File: config.mk
export PLATFORM = sky130hd
export DESIGN_NAME = acq_write_ctrl
export DESIGN_NICKNAME = d
export VERILOG_FILES = /design/src/rtl/acq_pkg.sv /design/src/rtl/acq_write_ctrl.sv
export SDC_FILE = /design/constraint.sdc
export NUM_CORES = 1
export LEC_CHECK = 0
export BUFFER_PORTS_ARGS = -buffer_cell sky130_fd_sc_hd__buf_2
export CORE_MARGIN = 10
export CORE_UTILIZATION = 37
export CTS_CLUSTER_SIZE = 12
export DETAILED_ROUTE_END_ITERATION = 6
export SLEW_MARGIN = 30
export SYNTH_ARGS = -nofsm -noshare
export SYNTH_HDL_FRONTEND = slang
export SYNTH_SLANG_ARGS = --single-unit
File: constraint.sdc
create_clock -name clk -period 4.6 [get_ports clk]
set_input_delay 0.92 -clock clk [delete_from_list [all_inputs] [get_ports clk]]
set_output_delay 0.92 -clock clk [all_outputs]
set_load 0.005 [all_outputs]
File: src/rtl/acq_pkg.sv
// acq_pkg
// Shared definitions for the acquisition write controller.
//   state_t          : controller state encoding (IDLE / ARMED / WRITING)
//   PASS_COUNT_WIDTH : width of the completed-pass counter output
package acq_pkg;

    typedef enum logic [1:0] {
        IDLE    = 2'd0,
        ARMED   = 2'd1,
        WRITING = 2'd2
    } state_t;

    localparam int PASS_COUNT_WIDTH = 16;

endpackage

File: src/rtl/acq_write_ctrl.sv
// acq_write_ctrl
// Multi-channel BRAM write-enable controller for triggered acquisitions.
// A start request arms the controller; it then waits for the free-running
// BRAM address to wrap to zero and drives per-channel byte write enables for
// last_addr+1 consecutive addresses. Single-shot or continuous (re-arming).
//
// Ports:
//   clk, rst     : clock and synchronous active-high reset
//   start_acq    : start request (accepted only in IDLE, without stop_acq)
//   stop_acq     : abort request, returns to IDLE from any state
//   continuous   : re-arm after each pass (latched at accepted start)
//   last_addr    : final address of a pass (latched at accepted start)
//   chan_mask    : per-channel enable (latched at accepted start)
//   address      : free-running BRAM address from the address generator
//   wr_addr      : address delayed one cycle, aligned with wen
//   wen          : write enables, channel c at [c*WEN_WIDTH +: WEN_WIDTH]
//   busy         : controller armed or writing
//   done         : one-cycle pulse on the cycle carrying the final write
//   pass_count   : passes completed since the last accepted start (saturating)
module acq_write_ctrl
    import acq_pkg::*;
#(
    parameter int BRAM_WIDTH = 13,
    parameter int N_CHANNELS = 2,
    parameter int WEN_WIDTH  = 4
) (
    input  logic                             clk,
    input  logic                             rst,
    input  logic                             start_acq,
    input  logic                             stop_acq,
    input  logic                             continuous,
    input  logic [BRAM_WIDTH-1:0]            last_addr,
    input  logic [N_CHANNELS-1:0]            chan_mask,
    input  logic [BRAM_WIDTH-1:0]            address,
    output logic [BRAM_WIDTH-1:0]            wr_addr,
    output logic [N_CHANNELS*WEN_WIDTH-1:0]  wen,
    output logic                             busy,
    output logic                             done,
    output logic [PASS_COUNT_WIDTH-1:0]      pass_count
);

    state_t                          state;
    logic                            continuous_q;
    logic [BRAM_WIDTH-1:0]           last_addr_q;
    logic [N_CHANNELS-1:0]           chan_mask_q;
    logic [BRAM_WIDTH-1:0]           write_cnt;
    logic [N_CHANNELS*WEN_WIDTH-1:0] wen_mask;
    logic                            write_now;
    logic [BRAM_WIDTH-1:0]           write_idx;
    logic                            final_write;

    // Each enabled channel gets all of its byte enables.
    genvar c;
    generate
        for (c = 0; c < N_CHANNELS; c++) begin : g_wen
            assign wen_mask[c*WEN_WIDTH +: WEN_WIDTH] = {WEN_WIDTH{chan_mask_q[c]}};
        end
    endgenerate

    // Decide whether the address sampled this edge is written, and its index
    // within the pass. Because wen is registered alongside wr_addr (the
    // delayed address), the write for address 0 is launched on the same edge
    // that sees the wrap in ARMED, so write_idx is 0 there; in WRITING it is
    // the running counter. An abort suppresses the write immediately.
    always_comb begin
        write_now = 1'b0;
        write_idx = write_cnt;
        if (!stop_acq) begin
            case (state)
                ARMED: begin
                    if (address == '0) begin
                        write_now = 1'b1;
                        write_idx = '0;
                    end
                end
                WRITING: begin
                    write_now = 1'b1;
                end
                default: begin
                end
            endcase
        end
    end

    assign final_write = write_now && (write_idx == last_addr_q);

    // Main controller. busy stays high through the cycle carrying the final
    // write and drops on the following one when the pass ends in IDLE.
    // The counter never needs to wrap: the pass ends at last_addr, which is at
    // most all-ones.
    always_ff @(posedge clk) begin
        if (rst) begin
            state        <= IDLE;
            continuous_q <= 1'b0;
            last_addr_q  <= '0;
            chan_mask_q  <= '0;
            write_cnt    <= '0;
            wr_addr      <= '0;
            wen          <= '0;
            busy         <= 1'b0;
            done         <= 1'b0;
            pass_count   <= '0;
        end else begin
            wr_addr <= address;
            wen     <= write_now ? wen_mask : '0;
            done    <= 1'b0;

            if (stop_acq) begin
                state <= IDLE;
                busy  <= 1'b0;
            end else begin
                case (state)
                    IDLE: begin
                        busy <= 1'b0;
                        if (start_acq) begin
                            continuous_q <= continuous;
                            last_addr_q  <= last_addr;
                            chan_mask_q  <= chan_mask;
                            pass_count   <= '0;
                            write_cnt    <= '0;
                            state        <= ARMED;
                            busy         <= 1'b1;
                        end
                    end
                    ARMED, WRITING: begin
                        busy <= 1'b1;
                        if (write_now) begin
                            write_cnt <= write_idx + 1'b1;
                            if (final_write) begin
                                done <= 1'b1;
                                if (pass_count != '1) begin
                                    pass_count <= pass_count + 1'b1;
                                end
                                write_cnt <= '0;
                                state     <= continuous_q ? ARMED : IDLE;
                            end else begin
                                state <= WRITING;
                            end
                        end
                    end
                    default: begin
                        state <= IDLE;
                        busy  <= 1'b0;
                    end
                endcase
            end
        end
    end

endmodule

# == Word-level counts from Yosys, hierarchy flattened ==
# Cells that the tools add are included.
# classes
n_div,0
n_mux,23
multipliers,0
eq_ne,8
bitwise,3
shift,0
n_lt_le_gt_ge,0
reduce_logical,12
add_sub_neg,2
# op_table
operator,count
$mux W13,6
$mux W16,4
$pmux W16 S2,1
$pmux W13 S2,1
$add A16 B1 Y16 const B,1
$ne A16 B16 Y1 const B,1
$add A13 B1 Y13 const B,1
$eq A13 B13 Y1,1
$logic_not A13 Y1,1
$ne A2 B2 Y1 const B,4
$mux W2,3
$reduce_and A6 Y1,1
$reduce_or A2 Y1,3
$mux W1,5
$pmux W1 S2,2
$pmux W2 S2,1
$reduce_and A4 Y1,1
$reduce_or A4 Y1,1
$not A1 Y1,3
$reduce_and A3 Y1,1
$eq A2 B1 Y1 const B,1
$eq A2 B2 Y1 const B,1
$logic_not A2 Y1,1
$reduce_and A2 Y1,1
other kinds (2),2
# word_totals
latchBits,0
out_inout_bits,39
register_bits,67
memories,0
ramBits,0
rom_bits,0

# == Depth between registers and ports, before layout ==
# logic_depth
ltp_word,9
ltp_mapped,13

# == Least setup slack after synthesis ==
# OpenSTA, ideal clock, no wires.
# synth_path
kind,in2reg
startpoint,in address[4]
endpoint,reg pass_count[4]
setup_slack_ns,1.419
required_ns,4.480
arrival_ns,3.061
path_stages,9
setup_ns,0.120
path_buffers,2
path_cell_list,nor4_4 > nand4_4 > a2111oi_4 > nor2_2 > or4_4 > buf_6 > clkbuf_1 > o211ai_1 > nand2_1
# synth_via
elab_chain_cells,8
elab_cells_between_ends,12
# synth_lines
element,line,text
from (decl),acq_write_ctrl.sv:34,"input logic [BRAM_WIDTH-1:0] address,"
$logic_not A13 Y1 *,acq_write_ctrl.sv:71,if (address == '0) begin
$mux W13,acq_write_ctrl.sv:71,
$mux W13,acq_write_ctrl.sv:69,case (state)
$mux W13,acq_write_ctrl.sv:68,if (!stop_acq) begin
$eq A13 B13 Y1,acq_write_ctrl.sv:85,assign final_write = write_now && (write_idx == last_addr_q);
$logic_and A1 B1 Y1,acq_write_ctrl.sv:85,
$ne A2 B2 Y1 (no line),-,
$reduce_and A6 Y1 (no line) *,-,
to (signal assigned),acq_write_ctrl.sv:132,pass_count <= pass_count + 1'b1;
to (decl),acq_write_ctrl.sv:39,output logic [PASS_COUNT_WIDTH-1:0] pass_count
# Mark *: on every way between the ends. The rest lies on a longest branch, timed or not.
# A chain may end at the register's enable or synchronous reset.

# == Final worst setup path ==
# layout_path
startpoint,in address[4]
endpoint,reg pass_count[13]
# The elaborated chain is that of the path after synthesis.

==> flow_metrics.tcl <==
set metrics [dict create \
    r2r_end "pass_count[13]" \
    dr.pass1.iters 5 \
    maxCapViolCount 0 \
    cts_buffers 9 \
    antenna_cells 0 \
    hold_ws_ns 0.453 \
    rows 33 \
    hold_depth 2 \
    routed_wl_mm 8.34 \
    syn2layout_area_growth_pct 19.2 \
    cts_tree "done" \
    cp_data_required_time_ns 4.88 \
    place_ws_ns 0.974 \
    postCtsSetupBuffers 0 \
    setup_ws_ns 1.31 \
    synth-warning-count 0 \
    rrSetupSlack_ns 1.53 \
    yosysSeqAreaShare 0.401 \
    grt_use_total 0.127 \
    async_reset_ff_frac 0 \
    worstMarginPinSlew_ns 0.850 \
    fin_crit_sh 0.714 \
    path_cells "buf_2 -> nor4_4 -> nand4_4 -> a2111oi_4 -> nor2_2 -> or4_4 -> or4_1 -> a21oi_1" \
    postLayoutCoreUtil 0.459 \
    first_iter_violations 210 \
    gp_congestion 0.914 \
    arrival_ns 3.56 \
    hold_start "chan_mask_q[1]" \
    boundaryPins 72 \
    hold_viol_final 0 \
    fillers 836 \
    synth-edff-count 0 \
    multi_input_area_um2 1780 \
    netlist_instances 379 \
    path_class "in2reg" \
    finalMaxSlewViolations 0 \
    ys.flop_type "dfxtp_1" \
    startpoint_type "input pin" \
    clockBufferDepth 2 \
    ir_drop_uv 123 \
    die_w_um 113 \
    initial_core_util 0.385 \
    remaining_drc_errors 0 \
    max_freq_mhz 304 \
    gr-total-overflow 0 \
    seqCellArea_um2 1280 \
    die_h_um 113 \
    vias_per_cell 5.35 \
    finClkSkew_ns 0.0105 \
    grt_max_degree 47 \
    r2r-start "state[1]" \
    ys_ff_latch 64 \
    dp_hpwl_mm 6.18 \
    rsz0062_at_grt "false" \
    clock-root-buffer "clkbuf_8" \
    outcome "completed" \
    clock_sinks 64 \
    min_path_type "reg2reg" \
    fin_nets 482 \
    postCtsHoldBufs 0 \
    core_area_um2 8300 \
    antenna_found_initial 0 \
    cp_slowest_stage_delay_ns 0.68 \
    drtAntennaViolNets 0 \
    period_needed_ns 3.29 \
    syn-mean-instance-area_um2 8.42 \
    setup_tns_ns 0 \
    cellPowerDensity_nw_per_um2 325 \
    cp-end-kind "flop" \
    grt_pass1_wl_mm 13.6 \
    maxSlewHeadroom 0.433 \
    io_buffers 71 \
    worst_r2r_path_depth 9 \
    clk_pin_slew_ns 0.07 \
    vias 2952 \
    ys_types 49 \
    cts_resized 0 \
    hold_end "chan_mask_q[1]" \
    leakagePower_nw 1.57 \
    grt_pass1_vias 2834 \
    clk_latency_ns 0.35 \
    setup_viol 0 \
    htreeDepth 3 \
    syn-cell-area_um2 3190 \
    drive_above_1_share 0.230 \
    dieArea_um2 12700 \
    synth_nets 418 \
    routedWlPerCell_um 15.1 \
    cp_max_fo 22 \
    crit_slowest_cell "or4_4" \
    power.total_mw 1.24 \
]
==> power by group <==
part           internal [mW]  switching [mW]
logic                 0.0479          0.0672
clock network          0.317           0.224
registers              0.569          0.0106
==> how the worst max path moves through the flow <==
stage               startpoint        endpoint  slack (ns)  cells after the start
finish              address[4]  pass_count[13]        1.31                      8
global route        address[4]  pass_count[13]        1.22                      8
CTS                 address[4]  pass_count[13]        1.33                      8
detailed placement  address[4]  pass_count[13]        0.97                      8
global placement    address[4]  pass_count[13]        0.98                      8
floorplan           address[4]   pass_count[4]        1.42                      9
==> area by class of cell <==
cell class | instances | area share
Clock buffer | 10 | 0.0362
Clock inverter | 5 | 0.0214
Inverter | 9 | 0.00888
Multi-Input combinational cell | 287 | 0.467
Sequential cell | 64 | 0.337
Tap cell | 105 | 0.0345
Timing Repair Buffer | 72 | 0.0953
==> per-stage QoR <==
step           instances  cell area, um^2
6_report             552             3810
3_5_place_dp         537             3580
2_1_floorplan        379             3190
3_3_place_gp         537             3580
4_1_cts              552             3800
5_1_grt              552             3810
==> logic make-up after synthesis <==
logic type	after synthesis	synth area share
mux	1	0.00314
simple gates	195	0.350
buf+inv	28	0.0423
flops	64	0.401
xor+xnor	7	0.0192
fa+ha+maj	6	0.0235
compound gates	78	0.160
==> synth_stat cells (3+ instances only) <==
master | n | share of area
a21o_1 | 5 | 0.012
a21oi_1 | 33 | 0.052
a22o_1 | 7 | 0.019
and2_1 | 9 | 0.018
and3_1 | 6 | 0.012
and4_1 | 5 | 0.014
buf_4 | 6 | 0.014
clkbuf_1 | 10 | 0.012
dfxtp_1 | 64 | 0.40
ha_1 | 6 | 0.024
inv_1 | 9 | 0.011
nand2_1 | 54 | 0.064
nand2b_1 | 7 | 0.014
nand3_1 | 11 | 0.017
nand3b_1 | 3 | 0.0071
nand4_1 | 9 | 0.018
nor2_1 | 22 | 0.026
nor2b_1 | 25 | 0.049
nor3_1 | 6 | 0.0094
nor4_1 | 6 | 0.012
o21ai_0 | 6 | 0.0094
o21ai_1 | 6 | 0.0094
o31ai_1 | 4 | 0.0094
or2_2 | 6 | 0.012
or3_1 | 9 | 0.018
or4_1 | 6 | 0.014
xnor2_1 | 5 | 0.014
==> routing by layer <==
layer / vias up / share of wire / track usage
li1: 1474 / - / -
met1: 1339 / 0.47 / 0.162
met2: 123 / 0.44 / 0.189
met3: 16 / 0.078 / 0.0433
met4: 0 / 0.019 / 0.0541
met5: - / 0 / 0
==> flip-flops by register name (all words and copies together) (netlist names) <==
name and count:
last_addr_q 13, continuous_q 1, write_cnt 13, busy 1, chan_mask_q 2, wen 2
state 2, pass_count 16, wr_addr 13, done 1
==> worst max-delay path: cells and delay by family <==
family                 cells  cell delay (ns)
and+or+nand+nor            5             1.98
buffers and inverters      1             0.12
AOI/OAI and AO/OA          2             0.54
==> placed cells by master, fill, tap and decap left out, types with 3 or more instances in the layout <==
cell and instances:
a21o_1 5, a21oi_1 33, a22o_1 7, and2_1 9, and3_1 6, and4_1 5
buf_2 71, clkbuf_8 10, dfxtp_1 64, ha_1 6, inv_1 9, nand2_1 54
nand2b_1 7, nand3_1 11, nand3b_1 3, nand4_1 9, nor2_1 21, nor2b_1 25
nor3_1 6, nor4_1 6, o21ai_0 6, o21ai_1 6, o31ai_1 4, or2_2 6
or3_1 9, or4_1 6, xnor2_1 5
Note: power is estimated with default switching activity, not from simulation.
